--- src/rtl/bram_arbiter_pkg.sv ---
// Shared types for bram_arbiter: FSM state encoding, requester select, address width.
// Used by both round-robin and fixed-priority (BRAM_ARBITER_FIXED_PRIORITY_EN) builds.
package bram_arbiter_pkg;

   localparam int unsigned ADDR_W = 32;

   typedef enum logic [1:0] {
      IDLE    = 2'd0,
      ACCESS  = 2'd1,
      RELEASE = 2'd2
   } state_t;

   typedef enum logic {
      PORT_A = 1'b0,
      PORT_B = 1'b1
   } port_sel_t;

   function automatic port_sel_t other_port(input port_sel_t p);
      return (p == PORT_A) ? PORT_B : PORT_A;
   endfunction

endpackage

--- src/rtl/bram_arbiter_rr_grant2.sv ---
// rr_grant2: combinational 2-way round-robin grant; the pointer only matters on a tie.
// Instantiated by bram_arbiter unless BRAM_ARBITER_FIXED_PRIORITY_EN is defined.
module rr_grant2
   import bram_arbiter_pkg::*;
(
   input  logic      i_a_request,
   input  logic      i_b_request,
   input  port_sel_t i_pointer,
   output port_sel_t o_grant,
   output logic      o_any
);

   always_comb begin
      o_any = i_a_request | i_b_request;
      if (i_a_request && i_b_request) begin
         o_grant = i_pointer;
      end else if (i_a_request) begin
         o_grant = PORT_A;
      end else begin
         o_grant = PORT_B;
      end
   end

endmodule

--- src/rtl/bram_arbiter.sv ---
// bram_arbiter: shares one BRAM port between requesters A and B (IDLE -> ACCESS -> RELEASE).
// Define BRAM_ARBITER_FIXED_PRIORITY_EN for A-over-B priority; default is round-robin.
module bram_arbiter
   import bram_arbiter_pkg::*;
#(
   parameter int WIDTH = 32
) (
   input  logic              i_clock,
   input  logic              i_reset_n,

   input  logic              i_a_request,
   input  logic              i_a_rw,
   input  logic [ADDR_W-1:0] i_a_address,
   input  logic [WIDTH-1:0]  i_a_wdata,
   output logic [WIDTH-1:0]  o_a_rdata,
   output logic              o_a_ready,
   output logic              o_a_valid,

   input  logic              i_b_request,
   input  logic              i_b_rw,
   input  logic [ADDR_W-1:0] i_b_address,
   input  logic [WIDTH-1:0]  i_b_wdata,
   output logic [WIDTH-1:0]  o_b_rdata,
   output logic              o_b_ready,
   output logic              o_b_valid,

   output logic              o_bram_request,
   output logic              o_bram_rw,
   output logic [ADDR_W-1:0] o_bram_address,
   output logic [WIDTH-1:0]  o_bram_wdata,
   input  logic [WIDTH-1:0]  i_bram_rdata,
   input  logic              i_bram_ready,
   input  logic              i_bram_valid
);

   state_t            r_state;
   port_sel_t         r_sel;
   logic              r_rw;
   logic [ADDR_W-1:0] r_address;
   logic [WIDTH-1:0]  r_wdata;
   logic              r_bram_request;
   logic [WIDTH-1:0]  r_a_rdata;
   logic [WIDTH-1:0]  r_b_rdata;
   logic              r_a_ready;
   logic              r_b_ready;
   logic              r_a_valid;
   logic              r_b_valid;

   port_sel_t         w_grant;
   logic              w_any_request;
   logic              w_grant_rw;
   logic [ADDR_W-1:0] w_grant_address;
   logic [WIDTH-1:0]  w_grant_wdata;
   logic              w_sel_request;

`ifdef BRAM_ARBITER_FIXED_PRIORITY_EN
   assign w_any_request = i_a_request | i_b_request;
   assign w_grant       = i_a_request ? PORT_A : PORT_B;
`else
   port_sel_t r_pointer;

   rr_grant2 u_rr_grant2 (
      .i_a_request (i_a_request),
      .i_b_request (i_b_request),
      .i_pointer   (r_pointer),
      .o_grant     (w_grant),
      .o_any       (w_any_request)
   );

   // Pointer flips to the loser of every grant so a tie alternates.
   always_ff @(posedge i_clock or negedge i_reset_n) begin
      if (!i_reset_n) begin
         r_pointer <= PORT_A;
      end else if (r_state == IDLE && w_any_request) begin
         r_pointer <= other_port(w_grant);
      end
   end
`endif

   always_comb begin
      w_grant_rw      = i_a_rw;
      w_grant_address = i_a_address;
      w_grant_wdata   = i_a_wdata;
      if (w_grant == PORT_B) begin
         w_grant_rw      = i_b_rw;
         w_grant_address = i_b_address;
         w_grant_wdata   = i_b_wdata;
      end
   end

   assign w_sel_request = (r_sel == PORT_A) ? i_a_request : i_b_request;

   always_ff @(posedge i_clock or negedge i_reset_n) begin
      if (!i_reset_n) begin
         r_state        <= IDLE;
         r_sel          <= PORT_A;
         r_rw           <= 1'b0;
         r_address      <= '0;
         r_wdata        <= '0;
         r_bram_request <= 1'b0;
         r_a_rdata      <= '0;
         r_b_rdata      <= '0;
         r_a_ready      <= 1'b0;
         r_b_ready      <= 1'b0;
         r_a_valid      <= 1'b0;
         r_b_valid      <= 1'b0;
      end else begin
         r_a_ready <= 1'b0;
         r_b_ready <= 1'b0;
         case (r_state)
            IDLE: begin
               if (w_any_request) begin
                  r_sel          <= w_grant;
                  r_rw           <= w_grant_rw;
                  r_address      <= w_grant_address;
                  r_wdata        <= w_grant_wdata;
                  r_bram_request <= 1'b1;
                  r_state        <= ACCESS;
               end
            end
            ACCESS: begin
               if (i_bram_ready) begin
                  r_bram_request <= 1'b0;
                  if (r_sel == PORT_A) begin
                     r_a_ready <= 1'b1;
                     r_a_valid <= i_bram_valid;
                     if (!r_rw) r_a_rdata <= i_bram_rdata;
                  end else begin
                     r_b_ready <= 1'b1;
                     r_b_valid <= i_bram_valid;
                     if (!r_rw) r_b_rdata <= i_bram_rdata;
                  end
                  r_state <= RELEASE;
               end
            end
            RELEASE: begin
               // Trailing memory ready lands here and is deliberately ignored.
               if (!w_sel_request) r_state <= IDLE;
            end
            default: r_state <= IDLE;
         endcase
      end
   end

   assign o_a_rdata      = r_a_rdata;
   assign o_a_ready      = r_a_ready;
   assign o_a_valid      = r_a_valid;
   assign o_b_rdata      = r_b_rdata;
   assign o_b_ready      = r_b_ready;
   assign o_b_valid      = r_b_valid;
   assign o_bram_request = r_bram_request;
   assign o_bram_rw      = r_rw;
   assign o_bram_address = r_address;
   assign o_bram_wdata   = r_wdata;

endmodule

--- config.mk ---
export PLATFORM = sky130hd
export DESIGN_NAME = bram_arbiter
export DESIGN_NICKNAME = d
export VERILOG_FILES = /design/src/rtl/bram_arbiter_pkg.sv /design/src/rtl/bram_arbiter_rr_grant2.sv /design/src/rtl/bram_arbiter.sv
export SDC_FILE = /design/constraint.sdc
export NUM_CORES = 1
export LEC_CHECK = 0
export CAP_MARGIN = 10
export CORE_ASPECT_RATIO = 1.1
export CORE_MARGIN = 2
export CORE_UTILIZATION = 43
export CTS_CLUSTER_SIZE = 40
export DETAILED_ROUTE_END_ITERATION = 16
export PLACE_DENSITY = 0.95
export SLEW_MARGIN = 40
export SYNTH_ARGS = -nofsm -noshare
export SYNTH_HDL_FRONTEND = slang
export SYNTH_SLANG_ARGS = --single-unit
--- constraint.sdc ---
create_clock -name i_clock -period 3.7 [get_ports i_clock]
set_input_delay 0.74 -clock i_clock [delete_from_list [all_inputs] [get_ports i_clock]]
set_output_delay 0.74 -clock i_clock [all_outputs]
set_load 0.03 [all_outputs]
==> impl_metrics.csv <==
group,metric,value,unit
run_status,outcome,"completed",
place,dp_hpwl,12300,µm
timing,finalSetupViolCount,0,
die,die_w,114,µm
cts,cts-resized-gates,0,
timing,hold_viol,0,
logic_synthesis,ys_types,24,
timing,period_needed,2430,ps
logic_synthesis,synth_fp_nets,558,
critical_path,crit_family,"buffers and inverters",
routing,wl_per_cell,19.8,µm
layout,nets,852,
layout,drive_above_1_share,14.9,%
place,port_buffers,301,
global_route,grt_first_pass_wirelength,26600,µm
timing,setup_slack,1270,ps
cts,cts_tree,"built",
timing,rsz0062_at_grt,"false",
power_and_ir_drop,p_per_area,972,nW/µm²
routing,num_vias,4809,
critical_path,crit_fanout,4,
logic_synthesis,avgSynthCellArea,14.6,µm²
global_route,grt_usage,23.8,%
global_route,overflow,0,
place,postPlaceCellArea,8780,µm²
critical_path,critPathBufInv,1,
layout,area_growth,64.2,%
logic_synthesis,syn_area,5700,µm²
layout,design_area,9360,µm²
cts,clk_latency,410,ps
logic_synthesis,ys.warnings.count,0,
place,gp_congestion,0.863,
die,top_level_ports,302,
die,core,13000,µm²
cts,cts_sinks,138,
routing,vias_per_cell,5.60,
critical_path,worstReg2RegStart,"r_state[1]$_DFFE_PN0P_",
die,fp.dieH,125,µm
cts,clock_path_buffers,2,
critical_path,cp-end-kind,"output pin",
timing,maxSlewViolCount,0,
logic_synthesis,yosys_register_bits,138,
routing,finalWirelength,17000,µm
die,dieArea,14200,µm²
critical_path,critPathLaunch,"o_bram_rw$_DFFE_PN0P_",
layout,final_cell_mix,"300 x clkdlybuf4s50_1, 138 x dfrtp_1, 65 x a21boi_0, 65 x a221o_1, 57 x mux2_2",
critical_path,cp_data_arrival_time,1690,ps
timing,post-route-period-util,65.6,%
cts,postCtsHoldBufs,0,
logic_synthesis,netlist_instances,390,
layout,antenna_cells,0,
die,fp-row-count,44,
place,place_ws,1070,ps
logic_synthesis,seq_area_frac_synth,60.6,%
flow_run,drv_cap,0,
routing,firstDrtPassIters,4,
routing,drc,0,
global_route,antenna_found_initial,0,
critical_path,worst_path_largest_cell_delay,740,ps
timing,slew_headroom,48.5,%
timing,max_freq,0.412,GHz
hold_path,hp-class,"input pin to asynchronous set/reset pin",
cts,htree_levels,4,
cts,tritoncts.num_buffers,17,
critical_path,path_cells,"clkdlybuf4s50_1",
power_and_ir_drop,p_leak,3.87,nW
global_route,grt_max_degree,72,
critical_path,startpoint_type,"flip-flop",
cts,clk_pin_slew_worst_paths,60,ps
critical_path,cp_slowest_cell,"clkdlybuf4s50_1",
power_and_ir_drop,vdd_drop_max,0.440,mV
critical_path,path_class,"flip-flop to output pin",
timing,skew,9.20,ps
cts,cts_setup_buffers,0,
routing,drtIter0Drc,203,
timing,worst_pin_slew,773,ps
die,start_util,43.7,%
timing,fin_tns_setup,0,ps
layout,layout_commonest_cell,"clkdlybuf4s50_1",
global_route,first_global_vias,5006,
routing,ant_nets,0,
cts,cts-root-buf,"clkbuf_16",
critical_path,cp.required,2960,ps
[flip-flops by register name, summed over array words and instances (netlist names)]
register / count
o_bram_rw: 1
o_b_valid: 1
r_sel: 1
o_bram_request: 1
o_a_valid: 1
r_state: 2
o_b_rdata: 32
o_a_ready: 1
o_a_rdata: 32
o_bram_address: 32
o_bram_wdata: 32
r_pointer: 1
o_b_ready: 1
[metal layers]
layer / track usage (%) / vias up / wire (µm)
met5: 0 / - / 0
met4: 9.47 / 0 / 507
met3: 5.84 / 45 / 1210
met2: 39.8 / 275 / 8500
met1: 29.5 / 2391 / 6750
li1: - / 2098 / -
[cells by family (layout without fill, tap and decap cells)]
group                  count (synthesis)  in the layout  synth area share (%)
flip-flops                           138            138                  60.6
buffers and inverters                 35            342                  3.87
multiplexers                          67             67                  13.2
AND/OR/NAND/NOR                       16             16                  1.82
AO/OA/AOI/OAI                        134            134                  20.5
[cells in the mapped netlist, drive strengths merged]
| cell type | n | area [µm²] |
|---|---|---|
| buf | 19 | 160 |
| a21boi | 65 | 488 |
| a221o | 65 | 651 |
| o21ai | 1 | 5.00 |
| clkbuf | 15 | 56.3 |
| a211oi | 1 | 7.51 |
| dfrtp | 138 | 3450 |
| mux2 | 66 | 743 |
| nand2b | 2 | 12.5 |
| a21o | 2 | 15.0 |
| mux2i | 1 | 10.0 |
| nor3 | 1 | 16.3 |
| nand2 | 4 | 15.0 |
| nand4b | 1 | 8.76 |
| nor2 | 4 | 25.0 |
| inv | 1 | 3.75 |
| nand3b | 1 | 7.51 |
| or2 | 1 | 6.26 |
| and3 | 2 | 12.5 |
[path summary, 6_finish.rpt]
path | endpoint | cells after the start | slack [ps]
max | o_bram_rw | 1 | 1270
min | o_b_rdata[0]$_DFFE_PN0P_ | 1 | 330
max reg2reg | o_bram_address[26]$_DFFE_PN0P_ | 5 | 1370
min reg2reg | o_b_rdata[12]$_DFFE_PN0P_ | 1 | 490
max in group asynchronous | o_a_rdata[3]$_DFFE_PN0P_ | 2 | 2550
min in group i_clock | o_b_rdata[12]$_DFFE_PN0P_ | 1 | 490
[power breakdown]
group          internal (mW)  switching (mW)
combinational           2.17            2.56
sequential              2.26           0.446
clock                  0.953           0.703
[metrics by stage]
stage          total power, mW  util, %  hold slack, ps  instances
3_3_place_gp              7.28     67.3             467        826
6_report                  9.10     71.7             335        858
5_1_grt                   9.50     71.7             371        858
4_1_cts                   9.16     71.7             351        858
2_1_floorplan             5.42        -             444        390
3_5_place_dp              7.47     67.3             475        826
[layout make-up]
class	instances	area (µm²)
Fill cell	841	3690
Sequential cell	138	3450
Timing Repair Buffer	309	3090
Multi-Input combinational cell	217	2030
Clock buffer	17	425
Tap cell	161	201
Clock inverter	15	155
Inverter	1	3.75
Note: power is estimated with default switching activity, not from simulation.
